**src/rtl/urx_pkg.sv**
```systemverilog
// Shared UART receive/transmit definitions: FSM state encoding and parity helper.
package urx_pkg;

  typedef enum logic [2:0] {
    ST_IDLE   = 3'd0,
    ST_START  = 3'd1,
    ST_DATA   = 3'd2,
    ST_PARITY = 3'd3,
    ST_STOP   = 3'd4
  } urx_state_t;

  localparam int unsigned MAX_WIDTH = 8;

  // High when data ones, odd-sense and received parity bit do not balance to zero.
  function automatic logic parity_mismatch(input logic [MAX_WIDTH-1:0] bits,
                                           input logic odd,
                                           input logic par_bit);
    parity_mismatch = (^bits) ^ odd ^ par_bit;
  endfunction

endpackage

```
**src/rtl/urx_sync.sv**
```systemverilog
// Two-flop synchronizer for the asynchronous serial line; resets to the idle-high level.
module urx_sync (
  input  logic clk,
  input  logic rst,
  input  logic d,
  output logic q
);

  logic meta_r;
  logic q_r;

  // Two-stage capture of the line, both stages forced high on reset
  always_ff @(posedge clk) begin
    if (rst) begin
      meta_r <= 1'b1;
      q_r    <= 1'b1;
    end else begin
      meta_r <= d;
      q_r    <= meta_r;
    end
  end

  assign q = q_r;

endmodule

```
**src/rtl/urx_fsm.sv**
```systemverilog
// Oversampling UART receiver FSM: mid-bit sampling, parity/framing/overrun reporting,
// and a one-word holding register acknowledged by rd.
module urx_fsm
  import urx_pkg::*;
#(
  parameter int WIDTH   = 8,
  parameter int OVS     = 16,
  parameter int PAR_ODD = 0
) (
  input  logic             clk,
  input  logic             rst,
  input  logic             en,
  input  logic             rx,
  input  logic             rd,
  output logic [WIDTH-1:0] data,
  output logic             d_valid,
  output logic             par_err,
  output logic             frm_err,
  output logic             ovr_err,
  output logic             rx_bz
);

  localparam int TC_W = $clog2(OVS);
  localparam int BC_W = $clog2(WIDTH);
  localparam logic [TC_W-1:0] TC_ZERO = TC_W'(0);
  localparam logic [TC_W-1:0] TC_ONE  = TC_W'(1);
  localparam logic [TC_W-1:0] TC_HALF = TC_W'(OVS / 2 - 1);
  localparam logic [TC_W-1:0] TC_LAST = TC_W'(OVS - 1);
  localparam logic [BC_W-1:0] BC_ZERO = BC_W'(0);
  localparam logic [BC_W-1:0] BC_ONE  = BC_W'(1);
  localparam logic [BC_W-1:0] BC_LAST = BC_W'(WIDTH - 1);
  localparam logic            PAR_BIT = (PAR_ODD != 0);

  logic             rxs_s;
  urx_state_t       state_r,    state_nxt_s;
  logic [TC_W-1:0]  tc_r,       tc_nxt_s;
  logic [BC_W-1:0]  bc_r,       bc_nxt_s;
  logic [WIDTH-1:0] shreg_r,    shreg_nxt_s;
  logic             par_bit_r,  par_bit_nxt_s;
  logic             stop_bit_r, stop_bit_nxt_s;
  logic             done_r,     done_nxt_s;
  logic [WIDTH-1:0] data_r,     data_nxt_s;
  logic             d_valid_r,  d_valid_nxt_s;
  logic             par_err_r,  par_err_nxt_s;
  logic             frm_err_r,  frm_err_nxt_s;
  logic             ovr_err_r,  ovr_err_nxt_s;
  logic             rx_bz_r,    rx_bz_nxt_s;

  urx_sync u_sync (
    .clk (clk),
    .rst (rst),
    .d   (rx),
    .q   (rxs_s)
  );

  // State, counter and output registers
  always_ff @(posedge clk) begin
    if (rst) begin
      state_r    <= ST_IDLE;
      tc_r       <= TC_ZERO;
      bc_r       <= BC_ZERO;
      shreg_r    <= '0;
      par_bit_r  <= 1'b0;
      stop_bit_r <= 1'b0;
      done_r     <= 1'b0;
      data_r     <= '0;
      d_valid_r  <= 1'b0;
      par_err_r  <= 1'b0;
      frm_err_r  <= 1'b0;
      ovr_err_r  <= 1'b0;
      rx_bz_r    <= 1'b0;
    end else begin
      state_r    <= state_nxt_s;
      tc_r       <= tc_nxt_s;
      bc_r       <= bc_nxt_s;
      shreg_r    <= shreg_nxt_s;
      par_bit_r  <= par_bit_nxt_s;
      stop_bit_r <= stop_bit_nxt_s;
      done_r     <= done_nxt_s;
      data_r     <= data_nxt_s;
      d_valid_r  <= d_valid_nxt_s;
      par_err_r  <= par_err_nxt_s;
      frm_err_r  <= frm_err_nxt_s;
      ovr_err_r  <= ovr_err_nxt_s;
      rx_bz_r    <= rx_bz_nxt_s;
    end
  end

  // Next-state and counter logic; every decision waits for an oversample tick
  always_comb begin
    state_nxt_s    = state_r;
    tc_nxt_s       = tc_r;
    bc_nxt_s       = bc_r;
    shreg_nxt_s    = shreg_r;
    par_bit_nxt_s  = par_bit_r;
    stop_bit_nxt_s = stop_bit_r;
    done_nxt_s     = 1'b0;
    case (state_r)
      ST_IDLE: begin
        if (en && !rxs_s) begin
          state_nxt_s = ST_START;
          tc_nxt_s    = TC_ZERO;
        end else begin
          state_nxt_s = ST_IDLE;
        end
      end
      ST_START: begin
        if (en && (tc_r == TC_HALF)) begin
          if (rxs_s) begin
            state_nxt_s = ST_IDLE;
          end else begin
            state_nxt_s = ST_DATA;
            tc_nxt_s    = TC_ZERO;
            bc_nxt_s    = BC_ZERO;
          end
        end else if (en) begin
          tc_nxt_s = tc_r + TC_ONE;
        end else begin
          tc_nxt_s = tc_r;
        end
      end
      ST_DATA: begin
        if (en && (tc_r == TC_LAST)) begin
          shreg_nxt_s[bc_r] = rxs_s;
          tc_nxt_s          = TC_ZERO;
          if (bc_r == BC_LAST) begin
            state_nxt_s = ST_PARITY;
          end else begin
            bc_nxt_s = bc_r + BC_ONE;
          end
        end else if (en) begin
          tc_nxt_s = tc_r + TC_ONE;
        end else begin
          tc_nxt_s = tc_r;
        end
      end
      ST_PARITY: begin
        if (en && (tc_r == TC_LAST)) begin
          par_bit_nxt_s = rxs_s;
          tc_nxt_s      = TC_ZERO;
          state_nxt_s   = ST_STOP;
        end else if (en) begin
          tc_nxt_s = tc_r + TC_ONE;
        end else begin
          tc_nxt_s = tc_r;
        end
      end
      ST_STOP: begin
        // done_r marks the clock after the mid-stop sample, where the word is handed over
        if (done_r) begin
          state_nxt_s = ST_IDLE;
          tc_nxt_s    = TC_ZERO;
        end else if (en && (tc_r == TC_LAST)) begin
          stop_bit_nxt_s = rxs_s;
          done_nxt_s     = 1'b1;
          tc_nxt_s       = TC_ZERO;
        end else if (en) begin
          tc_nxt_s = tc_r + TC_ONE;
        end else begin
          tc_nxt_s = tc_r;
        end
      end
      default: begin
        state_nxt_s = ST_IDLE;
        tc_nxt_s    = TC_ZERO;
        bc_nxt_s    = BC_ZERO;
      end
    endcase
  end

  // Holding register, error flags and busy indication
  always_comb begin
    data_nxt_s    = data_r;
    d_valid_nxt_s = d_valid_r;
    par_err_nxt_s = par_err_r;
    frm_err_nxt_s = frm_err_r;
    ovr_err_nxt_s = ovr_err_r;
    rx_bz_nxt_s   = (state_nxt_s != ST_IDLE);
    if (done_r) begin
      data_nxt_s    = shreg_r;
      d_valid_nxt_s = 1'b1;
      par_err_nxt_s = parity_mismatch(MAX_WIDTH'(shreg_r), PAR_BIT, par_bit_r);
      frm_err_nxt_s = ~stop_bit_r;
      // an acknowledge landing on the completion clock leaves the overrun flag alone
      if (d_valid_r && !rd) begin
        ovr_err_nxt_s = 1'b1;
      end else begin
        ovr_err_nxt_s = ovr_err_r;
      end
    end else if (rd && d_valid_r) begin
      d_valid_nxt_s = 1'b0;
      ovr_err_nxt_s = 1'b0;
    end else begin
      d_valid_nxt_s = d_valid_r;
    end
  end

  assign data    = data_r;
  assign d_valid = d_valid_r;
  assign par_err = par_err_r;
  assign frm_err = frm_err_r;
  assign ovr_err = ovr_err_r;
  assign rx_bz   = rx_bz_r;

endmodule

```
**config.mk**
```make
export PLATFORM = sky130hd
export DESIGN_NAME = urx_fsm
export DESIGN_NICKNAME = d
export VERILOG_FILES = /design/src/rtl/urx_pkg.sv /design/src/rtl/urx_sync.sv /design/src/rtl/urx_fsm.sv
export SDC_FILE = /design/constraint.sdc
export NUM_CORES = 1
export LEC_CHECK = 0
export CORE_AREA = 2 2 73 75
export DETAILED_ROUTE_END_ITERATION = 7
export DIE_AREA = 0 0 75 77
export HOLD_SLACK_MARGIN = 0.12
export PLACE_DENSITY_LB_ADDON = 0.1
export SYNTH_ARGS = -nofsm -noshare
export SYNTH_HDL_FRONTEND = slang
export SYNTH_HIERARCHICAL = 1
export SYNTH_SLANG_ARGS = --single-unit
export TNS_END_PERCENT = 10
```
**constraint.sdc**
```tcl
create_clock -name clk -period 2.1 [get_ports clk]
set_clock_uncertainty 0.05 [all_clocks]
set_input_delay 0.63 -clock clk [delete_from_list [all_inputs] [get_ports clk]]
set_output_delay 0.63 -clock clk [all_outputs]
set_load 0.01 [all_outputs]
```
==> results of run 1 <==
-- cell usage in the layout, fill, tap and decap left out, types with 2 or more instances in the layout --
cell type        instances
o31ai_1                  2
nand2b_1                 2
inv_1                    3
xnor2_1                  7
nand3b_1                 2
nor2b_1                  2
nand3_1                  4
nor3_1                   3
a21oi_1                  7
dfxtp_1                 36
a21o_1                   2
a22oi_1                  3
nand2_1                 10
a211oi_1                 2
o21ai_0                  3
clkdlybuf4s50_1         17
nor2_1                  35
mux2i_1                 20
nor3b_2                  2
or2_1                    2
buf_4                    6
ha_1                     3
clkbuf_8                 7
-- worst max-delay path, stage by stage --
cell	delay (ns)
clkdlybuf4s50_1	0.55
nand3_2	0.15
buf_4	0.17
a21oi_1	0.16
o22ai_1	0.15
a22oi_1	0.23
nor2_1	0.06
-- power by group through the flow --
| stage | clock network, mW | logic, mW | registers, mW |
|---|---|---|---|
| after floorplan | 0 | 0.0274 | 0.706 |
| after detailed placement | 0 | 0.0464 | 0.711 |
| final | 0.521 | 0.0479 | 0.695 |
| after CTS | 0.549 | 0.0468 | 0.695 |
| after global placement | 0 | 0.0459 | 0.711 |
| after global routing | 0.587 | 0.0524 | 0.696 |
-- registers in the layout (all words and copies together), names as in the netlist, 3 cells and up --
name / count
tc_r: 4
state_r: 3
shreg_r: 8
bc_r: 3
data: 8
-- cell type report --
class	instances	area [µm²]
multi-input cells	131	913.4
fillers	508	2913
well taps	70	87.58
inverters	3	11.26
clock buffers	7	96.34
flip-flops and latches	36	720.7
repair buffers	24	235.2
-- per-layer routing --
metal  share of wire, %  wire length [µm]
met4                2.5                89
met2                 47              1670
met1                 45              1588
met5                  0                 0
met3                4.8               170
-- final timing paths --
kind	start	to	slack (ns)
setup / recovery	en	bc_r[2]	0.11
hold / removal	u_sync/meta_r	u_sync/q	0.35
setup reg to reg	bc_r[1]	bc_r[2]	0.23
hold reg to reg	u_sync/meta_r	u_sync/q	0.35
-- stage by stage --
| stage | util, % | hold slack [ns] | instances | setup TNS (ns) |
|---|---|---|---|---|
| 6_report | 41.48 | 0.3474 | 271 | 0 |
| 5_1_grt | 41.48 | 0.3897 | 271 | -0.007508 |
| 4_1_cts | 41.18 | 0.3594 | 271 | 0 |
| 3_5_place_dp | 39.24 | 0.3468 | 264 | -2.748 |
| 3_3_place_gp | 39.24 | 0.3391 | 264 | -2.056 |
| 2_1_floorplan | - | 0.3332 | 183 | 0 |
-- synth_stat cells (2+ instances only) --
master | instances | area (µm²)
nor3_1 | 3 | 15.01
nor3b_2 | 2 | 25.02
a22oi_1 | 3 | 22.52
clkbuf_1 | 5 | 18.77
a21oi_1 | 7 | 35.03
a211oi_1 | 2 | 15.01
buf_4 | 2 | 15.01
nand2_1 | 10 | 37.54
o31ai_1 | 2 | 15.01
ha_1 | 3 | 37.54
nand3b_1 | 2 | 15.01
mux2i_1 | 20 | 200.2
o21ai_0 | 3 | 15.01
nand2b_1 | 2 | 12.51
xnor2_1 | 7 | 61.31
a21o_1 | 2 | 15.01
nand3_1 | 5 | 25.02
or2_1 | 2 | 12.51
buf_2 | 4 | 20.02
inv_1 | 3 | 11.26
dfxtp_1 | 36 | 720.7
nor2b_1 | 2 | 12.51
nor2_1 | 35 | 131.4
buf_6 | 2 | 22.52
-- cells by family (layout without fill, tap and decap cells) --
group                      count (synthesis)  in the layout  synth area share, %
adders and majority gates                  3              3                2.200
buffers and inverters                     16             34                5.132
xor gates and xnor gates                   9              9                5.425
and+or+nand+nor                           74             74                23.68
AOI/OAI and AO/OA                         25             25                9.603
muxes                                     20             20                11.73
DFF                                       36             36                42.23
==> run summary, run 1 <==
DR DRC count = 0
Starting Density = 34.29%
Critical Path AT = 2.11 ns
global-route wire length before repair = 6341 µm
P_int = 1.003 mW
dpl ws = -0.2502 ns
clock sink count = 36
Via density = 4.856
CTS Root Cell = clkbuf_8
initial antenna violation count = 0
Switch Pwr = 261.0 µW
clock power share = 41.2%
GRT Residual Overflow = 0
post-CTS setup buffer count = 0
Max Fclk = 0.5023 GHz
Cell Rows = 26
First-pass DRT Iterations = 4
HPWL Detailed = 2434 µm
GR Util met2 = 20.53%
post-route cell area = 0.002064 mm²
post-synthesis register bit count = 36
min Tclk post-route = 1.991 ns
die area = 0.005775 mm²
CP startpoint kind = primary input
layout cells sized above 1 = 11.94%
clk buf depth = 2
GP Congestion = 0.7679
Total Wirelength = 3518 µm
syn_nets = 191
Power Density = 612.3 mW/mm²
CP max FO = 4
Setup Crit Path Kind = primary input to flop
Routed Antenna Nets = 0
LEAKAGE = 0.7863 nW
Inserted Diodes = 0
I/O Buffers = 17
Fin. Hold Viols = 0
CTS H-tree depth = 2
CP endpoint kind = flop
TritonCTS clock tree = built
Pwr Total = 1.264 mW
Least-Margin Pin Slew = 0.6030 ns
Hold-fix buffers, CTS = 0
grt met1 use = 18.58%
R2R depth = 7
Setup WS post-layout = 0.1092 ns
max-slew violations = 0
total CTS buffers = 5
EDFF count, synth = 0
Synth async-reset ratio = 0%
pin count of the biggest net entering global routing = 27
wire per inst = 12.98 µm
Synth Cell Area = 0.001707 mm²
status = finished clean
vias in the first global route = 1,363
Area growth, synth to finish = 20.97%
Min-Delay Path Class = flop to flop
Cells after Synth = 183
Setup Viol. Count Final = 0
DRT iter0 DRCs = 60
routed via count = 1,316
core box area = 0.004977 mm²
hold path depth = 1
clock-pin slew on the worst setup and hold paths = 0.07 ns
GRT Total Usage = 14.06%
max_slew headroom = 59.75%
worst skew pair latency = 0.28 ns
busiest layer in global routing = met2
top_reg_cell synth = dfxtp_1
maximum vdd drop = 0.2945 mV
met3 usage = 4.862%
die height = 77 µm
post-cts gate resize count = 0
nets = 209
period utilization = 94.80%
Mean Syn Cell Area = 9.326 µm²
sw frac = 20.65%
Netlist cell types = 43
Die Width = 75 µm
register area share after synthesis = 42.23%
number of max-cap violations = 0
warning count from the yosys run = 6
combinational share of power = 3.8%
Req. time, crit path = 2.22 ns
DP Area = 0.001953 mm²
Seq pwr share = 55.0%
num ports = 18
No activity file was read; power rests on OpenSTA's default activity.
==> run 2: changes to the inputs <==
--- a/config.mk
+++ b/config.mk
@@ -8,7 +8,9 @@
 export CORE_AREA = 2 2 73 75
 export DETAILED_ROUTE_END_ITERATION = 7
 export DIE_AREA = 0 0 75 77
+export GPL_ROUTABILITY_DRIVEN = 0
 export HOLD_SLACK_MARGIN = 0.12
+export MAX_ROUTING_LAYER = met4
 export PLACE_DENSITY_LB_ADDON = 0.1
 export SYNTH_ARGS = -nofsm -noshare
 export SYNTH_HDL_FRONTEND = slang
==> run summary, run 2 (synthesis gave the netlist of run 1 again) <==
status = finished clean
Total Wirelength = 3517 µm
pin count of the biggest net entering global routing = 27
die height = 77 µm
HPWL Detailed = 2434 µm
dpl ws = -0.2502 ns
layout cells sized above 1 = 11.94%
clock-pin slew on the worst setup and hold paths = 0.07 ns
Area growth, synth to finish = 20.97%
CP startpoint kind = primary input
clock sink count = 36
Setup Viol. Count Final = 0
number of max-cap violations = 0
most frequent cells in the layout = 36 x dfxtp_1, 35 x nor2_1, 20 x mux2i_1
Hold-fix buffers, CTS = 0
Setup Crit Path Kind = primary input to flop
Cell Rows = 26
CP max FO = 4
Least-Margin Pin Slew = 0.5937 ns
global-route wire length before repair = 6348 µm
DRT iter0 DRCs = 65
vias in the first global route = 1,361
CTS Root Cell = clkbuf_8
die area = 0.005775 mm²
GRT Total Usage = 14.44%
nets = 209
Fin. Hold Viols = 0
max-slew violations = 0
worst skew pair latency = 0.28 ns
DP Area = 0.001953 mm²
period utilization = 94.78%
I/O Buffers = 17
LEAKAGE = 0.7863 nW
core box area = 0.004977 mm²
Die Width = 75 µm
Inserted Diodes = 0
Critical Path AT = 2.11 ns
GRT Residual Overflow = 0
max_slew headroom = 60.36%
Starting Density = 34.29%
Cells after DPL = 264
commonest non-fill, non-tap cell in the layout = dfxtp_1
CTS H-tree depth = 2
routed via count = 1,325
min Tclk post-route = 1.990 ns
post-route cell area = 0.002064 mm²
Max Fclk = 0.5024 GHz
num ports = 18
wire per inst = 12.98 µm
TritonCTS clock tree = built
initial antenna violation count = 0
CP endpoint kind = flop
Setup WS post-layout = 0.1096 ns
Finished Layout Cells = 271
DR DRC count = 0
final core utilization = 41.48%
Power Density = 612.9 mW/mm²
Via density = 4.889
Req. time, crit path = 2.22 ns
total CTS buffers = 5
maximum vdd drop = 0.2951 mV
Min-Delay Path Class = flop to flop
First-pass DRT Iterations = 4
Routed Antenna Nets = 0
clk buf depth = 2
[run 2: cell counts in the layout (fill, tap and decap cells not counted)]
No cell type changed its count.
[run 2: worst paths after layout]
check / from / end / slack, ns / cells past startpoint
setup reg to reg: bc_r[1] / bc_r[2] / 0.24 / 7
hold reg to reg: u_sync/meta_r / u_sync/q / 0.35 / 1
setup / recovery: en / bc_r[2] / 0.11 / 7
hold / removal: u_sync/meta_r / u_sync/q / 0.35 / 1
[run 2: where the power goes]
group	switching, mW	internal (mW)	leakage (nW)
Combinational	0.0239	0.0242	0.445
Clock	0.230	0.292	0.0503
Sequential	0.00841	0.687	0.291
Total	0.262	1.00	0.786
[run 2: routing by layer]
metal / track usage (%) / part of all wire [%] / vias to the layer above
met1: 18.66 / 45 / 623
li1: - / - / 664
met2: 20.53 / 48 / 29
met3: 4.731 / 4.7 / 9
met5: - / 0 / -
met4: 5.893 / 2.5 / 0
[run 2: area by class of cell]
| type | instances | area (µm²) |
|---|---|---|
| fillers | 508 | 2913 |
| multi-input cells | 131 | 913.4 |
| flip-flops and latches | 36 | 720.7 |
| repair buffers | 24 | 235.2 |
| clock buffers | 7 | 96.34 |
| well taps | 70 | 87.58 |
| inverters | 3 | 11.26 |
[run 2: worst max-delay path, stage by stage]
cell and delay [ns]:
clkdlybuf4s50_1 0.55, nand3_2 0.15, buf_4 0.17, a21oi_1 0.16, o22ai_1 0.15, a22oi_1 0.23
nor2_1 0.06
[run 2: through the flow]
| stage | hold slack [ns] | power [mW] | TNS, ns |
|---|---|---|---|
| 6_report | 0.3463 | 1.265 | 0 |
| 2_1_floorplan | 0.3332 | 0.7336 | 0 |
| 5_1_grt | 0.3898 | 1.335 | -0.007508 |
| 3_5_place_dp | 0.3468 | 0.7572 | -2.748 |
| 3_3_place_gp | 0.3391 | 0.7566 | -2.056 |
| 4_1_cts | 0.3594 | 1.291 | 0 |
[run 2: timing repair]
item / 4_1_cts / 5_1_grt
setup buffers: 0 / 0
setup endpoints to repair: 0 / 8
gates resized for setup: 0 / 3
